===== src/rtl/no_of_1s.sv =====
// Serial population count: captures a WIDTH-bit word, then counts its set bits
// one per clock, and publishes the total on a registered output.
module no_of_1s #(
    parameter int WIDTH = 16,
    parameter int CNT_W = 5
) (
    input  logic [WIDTH-1:0] d_in,
    input  logic             clk,
    input  logic             reset_n,
    output logic [CNT_W-1:0] d_out
);

    localparam int IDX_W = (WIDTH > 1) ? $clog2(WIDTH) : 1;

    localparam logic [0:0] LOAD = 1'b0;
    localparam logic [0:0] SCAN = 1'b1;

    localparam logic [IDX_W-1:0] LAST_IDX = IDX_W'(WIDTH - 1);

    logic [0:0]       state;
    logic [WIDTH-1:0] shreg;
    logic [CNT_W-1:0] acc;
    logic [IDX_W-1:0] idx;
    logic [CNT_W-1:0] acc_next;

    // The final count is acc plus the last bit, so it lands on d_out on the
    // same edge that finishes the scan and no partial value is ever visible.
    assign acc_next = acc + CNT_W'(shreg[0]);

    always_ff @(posedge clk or negedge reset_n) begin
        if (!reset_n) begin
            state <= LOAD;
            shreg <= '0;
            acc   <= '0;
            idx   <= '0;
            d_out <= '0;
        end else begin
            case (state)
                LOAD: begin
                    shreg <= d_in;
                    acc   <= '0;
                    idx   <= '0;
                    state <= SCAN;
                end
                SCAN: begin
                    acc   <= acc_next;
                    shreg <= shreg >> 1;
                    idx   <= idx + IDX_W'(1);
                    if (idx == LAST_IDX) begin
                        d_out <= acc_next;
                        state <= LOAD;
                    end
                end
                default: begin
                    state <= LOAD;
                end
            endcase
        end
    end

endmodule


===== config.mk =====
export PLATFORM = sky130hd
export DESIGN_NAME = no_of_1s
export DESIGN_NICKNAME = d
export VERILOG_FILES = /design/src/rtl/no_of_1s.sv
export SDC_FILE = /design/constraint.sdc
export NUM_CORES = 1
export LEC_CHECK = 0
export ABC_AREA = 0
export CAP_MARGIN = 10
export CORE_UTILIZATION = 35
export CTS_BUF_LIST = sky130_fd_sc_hd__clkbuf_16
export CTS_CLUSTER_SIZE = 14
export DETAILED_ROUTE_END_ITERATION = 10
export GPL_ROUTABILITY_DRIVEN = 0
export SYNTH_ARGS = -nofsm -noshare
export SYNTH_HDL_FRONTEND = slang
export SYNTH_SLANG_ARGS = --single-unit

===== constraint.sdc =====
create_clock -name clk -period 1.35 [get_ports clk]
set_clock_uncertainty 0.15 [all_clocks]
set_input_delay 0.135 -clock clk [delete_from_list [all_inputs] [get_ports clk]]
set_output_delay 0.135 -clock clk [all_outputs]
set_load 0.02 [all_outputs]

==> results.md, run 1 <==
- Critical path class: reg2reg
- Slew headroom: 0.8630
- Cts hold-fix bufs: 0
- Reg2reg end: d_out[2]
- Detailed placer's ending HPWL: 1.229 mm
- Synth warn: 0
- Cts bufs inserted: 5
- Reg2reg path depth: 4
- IO Count: 23
- Fmax: 719.2 MHz
- Total wire length: around 1.9 mm
- Die Wd: 60.89 microns
- RR Startpoint: shreg[0]
- Area Overhead vs Synth: 41.34%
- Non-Filler Instances: between 150 and 200
- Final hold viol count: 0
- Maxcap violations: 0
- RSZ-0062 raised after global routing: true
- Synth Register Bits: 31
- Root buf cell: clkbuf_16
- CTS clock-pin slew for the worst setup and hold paths: around 0.050 ns
- Core Region: between 3000 and 4000 sq um
- Fin nets: approximately 130
- Hold Path Class: in2async
- Via/cell ratio: around 4.4
- Global-route wire length before repair: a little over 3 mm
- Footprint of the multi-input gates: ~450 sq um
- Syn_nets: between 90 and 100
- Main combinational cell family by area after synthesis: multiplexers
- Worst-skew pair later-pin latency: between 0.2 and 0.3 ns
- CTS max path bufs: 2
- Final-report setup violation count: 2
- Setup crit end kind: flip-flop
- Final ANT Viol Nets: 0
- Worst reg2reg setup slack: -0.04 ns
- Layout cells sized above 1: 0.3186
- Failing checks: setup timing
- Die area: ~3700 sq um
- Commonest cells after routing, fill and taps aside: dfrtp_1, clkdlybuf4s50_1, mux2_2, and2_1, buf_4
- Initial drt markers: 18
- Cell variety after synth: 14
- Design area: about 1700 sq um
- Seq. cell area: around 780 sq um
- Mapped Area: 1214 sq um
- Final Max Slew Viols: 0
- CP required: between 1 and 1.5 ns
- Slew @ Worst Pin: ~0.21 ns
- Total track usage: 0.1225
- Most common cell after layout, fill and taps aside: dfrtp_1
- Synth Area in Compound Gates: 0.008247
- Placed Cells: 149
- CTS tree: done
- Syn Area/Cell: between 15 and 20 sq um
- Cell Rows: 21
- Max VDD drop: roughly 0.00064 V
- Die Ht: 60.89 microns
- Starting density of the core: 0.3637
- XOR/XNOR Fraction of Synth Area: 0.03608
- Power Total: approximately 0.0027 W
- Tcrit/Tclk final: 1.030
- Congestion Overflow GR: 0
- Avg WL per Cell: around 12 microns
- Syn Inst Count: ~80
- IO buf count: 22
- Placement-stage cell area: roughly 1600 sq um
- Startpoint types: flip-flop
- PnR worst setup slack: -0.04051 ns
- Min Tclk post-route: between 1 and 1.5 ns
- TritonCTS Sinks: 31
- Post-synthesis simple-gate area fraction: 0.08763
- Status: finished, violations left
- DRC viols: 0
- Fill cell total of the finished layout: ~300
- Pwr/cell area: ~1600 nW/um^2
- Via count: about 690
- CP arrival: 1.39 ns
- Crit path max fanout: 2
- Drt pass-1 iters: 4
- Post-synthesis mux area share: 0.1763
- Vias in the first global route: around 720
- Initial antenna violation count: 0
- LEAKAGE: ~0.79 nW
- Synth Area in Adders: 0.03093
- Seq/Total Area, Yosys: 0.6392
- Diodes inserted: 0
- H-tree levels: 2
- Largest net degree at the start of global routing: 32
worst max-delay path by stage:
stage,start,to,slack (ns),cells after the start
6_report,shreg[0],d_out[2],-0.04,4
5_1_grt,shreg[0],acc[4],-0.07,5
4_1_cts,shreg[0],d_out[2],-0.04,4
3_5_place_dp,shreg[0],d_out[4],-0.06,5
3_3_place_gp,shreg[0],d_out[2],-0.02,4
2_1_floorplan,shreg[0],d_out[2],-0.01,4
per-layer routing:
layer	GRT usage	vias up	part of all wire
li1	-	330	-
met1	0.1454	344	0.43
met2	0.1884	13	0.51
met3	0.03838	5	0.032
met4	0.08766	0	0.026
met5	0	-	0
flip-flops by register name, indices dropped and copies added (netlist names):
register,count
d_out,5
acc,5
shreg,16
state,1
idx,4
per-stage QoR:
stage                     setup TNS [ns]  hold WS (ns)    util  setup slack [ns]
after floorplan                 -0.01051       -0.3106       -          -0.01051
after detailed placement         -0.1156        0.3147  0.4646          -0.06494
final                           -0.04980       0.07802  0.5141          -0.04051
after CTS                       -0.07275       0.07998  0.5088          -0.04268
after global routing             -0.2514       0.09105  0.5141          -0.06637
after global placement          -0.03928        0.3060  0.4646          -0.02416
report_power, final:
group | switching [W] | leakage (nW) | internal, W
Combinational | 0.000239 | 0.333 | 0.000313
Sequential | 0.000101 | 0.391 | 0.00107
Clock | 0.000349 | 0.0701 | 0.000660
Total | 0.000689 | 0.794 | 0.00205
critical path, stage by stage (launching register included):
cell,delay [ns]
dfrtp_1,0.39
ha_4,0.18
ha_4,0.15
xor2_1,0.14
mux2_4,0.26
cell type report:
cell class,instances,share of cell area
Multi-Input combinational cell,44,0.2604
Clock inverter,3,0.006565
Sequential cell,31,0.4522
Clock buffer,5,0.07294
Tap cell,46,0.03355
Timing Repair Buffer,30,0.1743
Yosys cell counts:
cell / n / area share
nand3_1: 3 / 0.012
xnor2_1: 1 / 0.0072
o21ai_0: 2 / 0.0082
buf_6: 2 / 0.019
ha_1: 3 / 0.031
clkbuf_1: 1 / 0.0031
nand4_4: 1 / 0.018
nand2_1: 2 / 0.0062
mux2_4: 3 / 0.037
and2_1: 6 / 0.031
nor2b_1: 4 / 0.021
dfrtp_1: 31 / 0.64
mux2_2: 15 / 0.14
xor2_1: 4 / 0.029
logic make-up (layout without fill, tap and decap cells):
group	count (synthesis)	after routing
buffers and inverters	3	38
AO/OA/AOI/OAI	2	2
XOR/XNOR	5	5
adder cells (fa/ha/maj)	3	3
multiplexers	18	18
AND/OR/NAND/NOR	16	16
flip-flops	31	31
repair_timing:
item / 4_1_cts / 5_1_grt
pin swaps: 3 / 2
setup endpoints to repair: 10 / 7
resized for setup: 7 / 3
buffers inserted: 1 / 1
(Power assumes the default switching activity.)
==> run 2: changes to the inputs <==
- clock period: 1.35 -> 1.3 ns (I/O delays scaled with it)
==> run 2 against run 1 <==
- largest cell class unchanged
- the flow still finishes with violations (setup timing)
- highest routed layer unchanged
- global-route usage decreased by 0.93 points
- non-clock buffer count unchanged
- core utilization increased by 0.15 points
- clock power increased by 5%
==> results.md, run 2 (synthesis results as in run 1) <==
- Layout cells sized above 1: 0.3274 (was 0.3186)
- Die area: 3707 sq um (unchanged)
- Fin nets: 133 (unchanged)
- Initial drt markers: 12 (was 18)
- Slew headroom: 0.8647 (was 0.8630)
- Final Max Slew Viols: 0 (unchanged)
- Starting density of the core: 0.3637 (unchanged)
- Drt pass-1 iters: 4 (unchanged)
- WP buf/inv: 0 (unchanged)
- CP arrival: 1.41 ns (was 1.39 ns)
- RR Startpoint: shreg[0] (unchanged)
- Fill cell total of the finished layout: 299 (was 302)
- Switch share: 0.2541 (was 0.2520)
- Top reg by flops: shreg (unchanged)
- Startpoint types: flip-flop (unchanged)
- LEAKAGE: 0.7948 nW (was 0.7939 nW)
- Slew @ Worst Pin: 0.2038 ns (was 0.2056 ns)
- Root buf cell: clkbuf_16 (unchanged)
- Net Sw Power: 0.0007197 W (was 0.0006890 W)
- Die Wd: 60.89 microns (unchanged)
- Crit path max-delay family: flip-flops (unchanged)
- Area Overhead vs Synth: 41.75% (was 41.34%)
- CTS max path bufs: 2 (unchanged)
- TritonCTS Sinks: 31 (unchanged)
- Flop pwr share: 0.427 (was 0.429)
- IO buf count: 22 (unchanged)
- Cell Rows: 21 (unchanged)
- Detailed placer's ending HPWL: 1.254 mm (was 1.229 mm)
- Crit path cell chain: ha_2, ha_4, xor2_1, mux2_4 (was ha_4, ha_4, xor2_1, mux2_4)
- RSZ-0062 raised after global routing: true (unchanged)
- IO Count: 23 (unchanged)
- Placed Cells: 150 (was 149)
- Min Tclk post-route: 1.402 ns (was 1.391 ns)
- Critical path depth: 4 (unchanged)
- Maxcap violations: 0 (unchanged)
- PnR worst setup slack: -0.1020 ns (was -0.04051 ns)
- Final hold viol count: 0 (unchanged)
- Critical path class: reg2reg (unchanged)
- Max VDD drop: 0.0006715 V (was 0.0006404 V)
- Total wire length: 1.911 mm (was 1.876 mm)
- Hold Path Class: in2async (unchanged)
- Largest net degree at the start of global routing: 32 (unchanged)
- Core Region: 3337 sq um (unchanged)
- Initial antenna violation count: 0 (unchanged)
- Largest registers: shreg (16), acc (5), d_out (5) (unchanged)
- Final ANT Viol Nets: 0 (unchanged)
- P_int: 0.002113 W (was 0.002045 W)
- Vias in the first global route: 633 (was 716)
- Crit. Startpoint: shreg[0] (unchanged)
- Via/cell ratio: 4.321 (was 4.352)
- Diodes inserted: 0 (unchanged)
- Non-Filler Instances: 159 (unchanged)
- Reg2reg end: d_out[2] (unchanged)
- Pre-CTS setup slack: -0.1084 ns (was -0.06494 ns)
- Die Ht: 60.89 microns (unchanged)
- Cts hold-fix bufs: 0 (unchanged)
- Avg WL per Cell: 12.02 microns (was 11.80 microns)
- Via count: 687 (was 692)
- DRC viols: 0 (unchanged)
- Commonest cells after routing, fill and taps aside: dfrtp_1, clkdlybuf4s50_1, mux2_2, and2_1 (was dfrtp_1, clkdlybuf4s50_1, mux2_2, and2_1, buf_4)
- Setup crit end kind: flip-flop (unchanged)
- Worst reg2reg setup slack: -0.10 ns (was -0.04 ns)
- Crit path max fanout: 2 (unchanged)
- CP required: 1.31 ns (was 1.35 ns)
- Fmax: 713.3 MHz (was 719.2 MHz)
- CTS tree: done (unchanged)
- Worst-skew pair later-pin latency: 0.27 ns (about the same)
- Comb pwr share: 0.199 (was 0.202)
- Global-route wire length before repair: 2.898 mm (was 3.118 mm)
- Status: finished, violations left (unchanged)
- Congestion Overflow GR: 0 (unchanged)
- CP peak stage delay: 0.37 ns (was 0.39 ns)
- Total track usage: 0.1132 (was 0.1225)
- Pwr/cell area: 1646 nW/um^2 (was 1594 nW/um^2)
- CTS clock-pin slew for the worst setup and hold paths: 0.05 ns (about the same)
- H-tree levels: 2 (unchanged)
- Clock share of power: 0.374 (was 0.369)
- Final-report setup violation count: 7 (was 2)
- Tcrit/Tclk final: 1.078 (was 1.030)
- Max FFs per register: 16 (unchanged)
- Reg2reg path depth: 4 (unchanged)
- Cts bufs inserted: 5 (unchanged)
- Critical-path top delay cell: dfrtp_1 (unchanged)
- Most common cell after layout, fill and taps aside: dfrtp_1 (unchanged)
- Failing checks: setup timing (unchanged)
## run 2: stage by stage
step	util	instance area [sq um]	setup TNS, ns	hold slack [ns]	power [W]
finish	0.5156	1720	-0.2959	0.07124	0.002832
global route	0.5156	1720	-0.6707	0.08592	0.002981
CTS	0.5088	1698	-0.3065	0.07797	0.002846
detailed placement	0.4676	1560	-0.2336	0.3162	0.001818
global placement	0.4676	1560	-0.1651	0.3058	0.001796
floorplan	-	1231	-0.06427	-0.3156	0.001539
## run 2: layer usage
metal  GRT usage  part of all wire  wire, microns  vias to the layer above
li1            -                 -              -                      332
met1      0.1473              0.44            840                      340
met2      0.1633              0.51            976                       13
met3     0.05117             0.039             74                        2
met4     0.04870            0.0099             19                        0
met5           0                 0              0                        -
## run 2: layout make-up
cell class | count | area (sq um) | share of cell area
Clock buffer | 5 | 125.1 | 0.07273
Clock inverter | 3 | 11.26 | 0.006545
Multi-Input combinational cell | 44 | 446.7 | 0.2596
Sequential cell | 31 | 777.0 | 0.4516
Tap cell | 46 | 57.56 | 0.03345
Timing Repair Buffer | 30 | 302.8 | 0.1760
## run 2: worst max path at each step
stage | endpoint | slack [ns]
floorplan | d_out[2] | -0.06
global placement | d_out[2] | -0.07
detailed placement | d_out[2] | -0.11
CTS | d_out[2] | -0.11
global route | d_out[2] | -0.13
finish | d_out[2] | -0.10
## run 2: power groups by stage
stage                     combinational, W  clock [W]  sequential, W
after floorplan                   0.000248          0        0.00129
after global placement            0.000579          0        0.00122
after detailed placement          0.000598          0        0.00122
after CTS                         0.000561    0.00108        0.00121
after global routing              0.000622    0.00113        0.00123
final                             0.000564    0.00106        0.00121
## run 2: timing repair
action / 4_1_cts / 5_1_grt
buffers inserted: 1 / 0
pin swaps: 6 / 6
setup endpoints to repair: 11 / 10
endpoints found under the hold margin: 0 / 0
resized for setup: 7 / 4
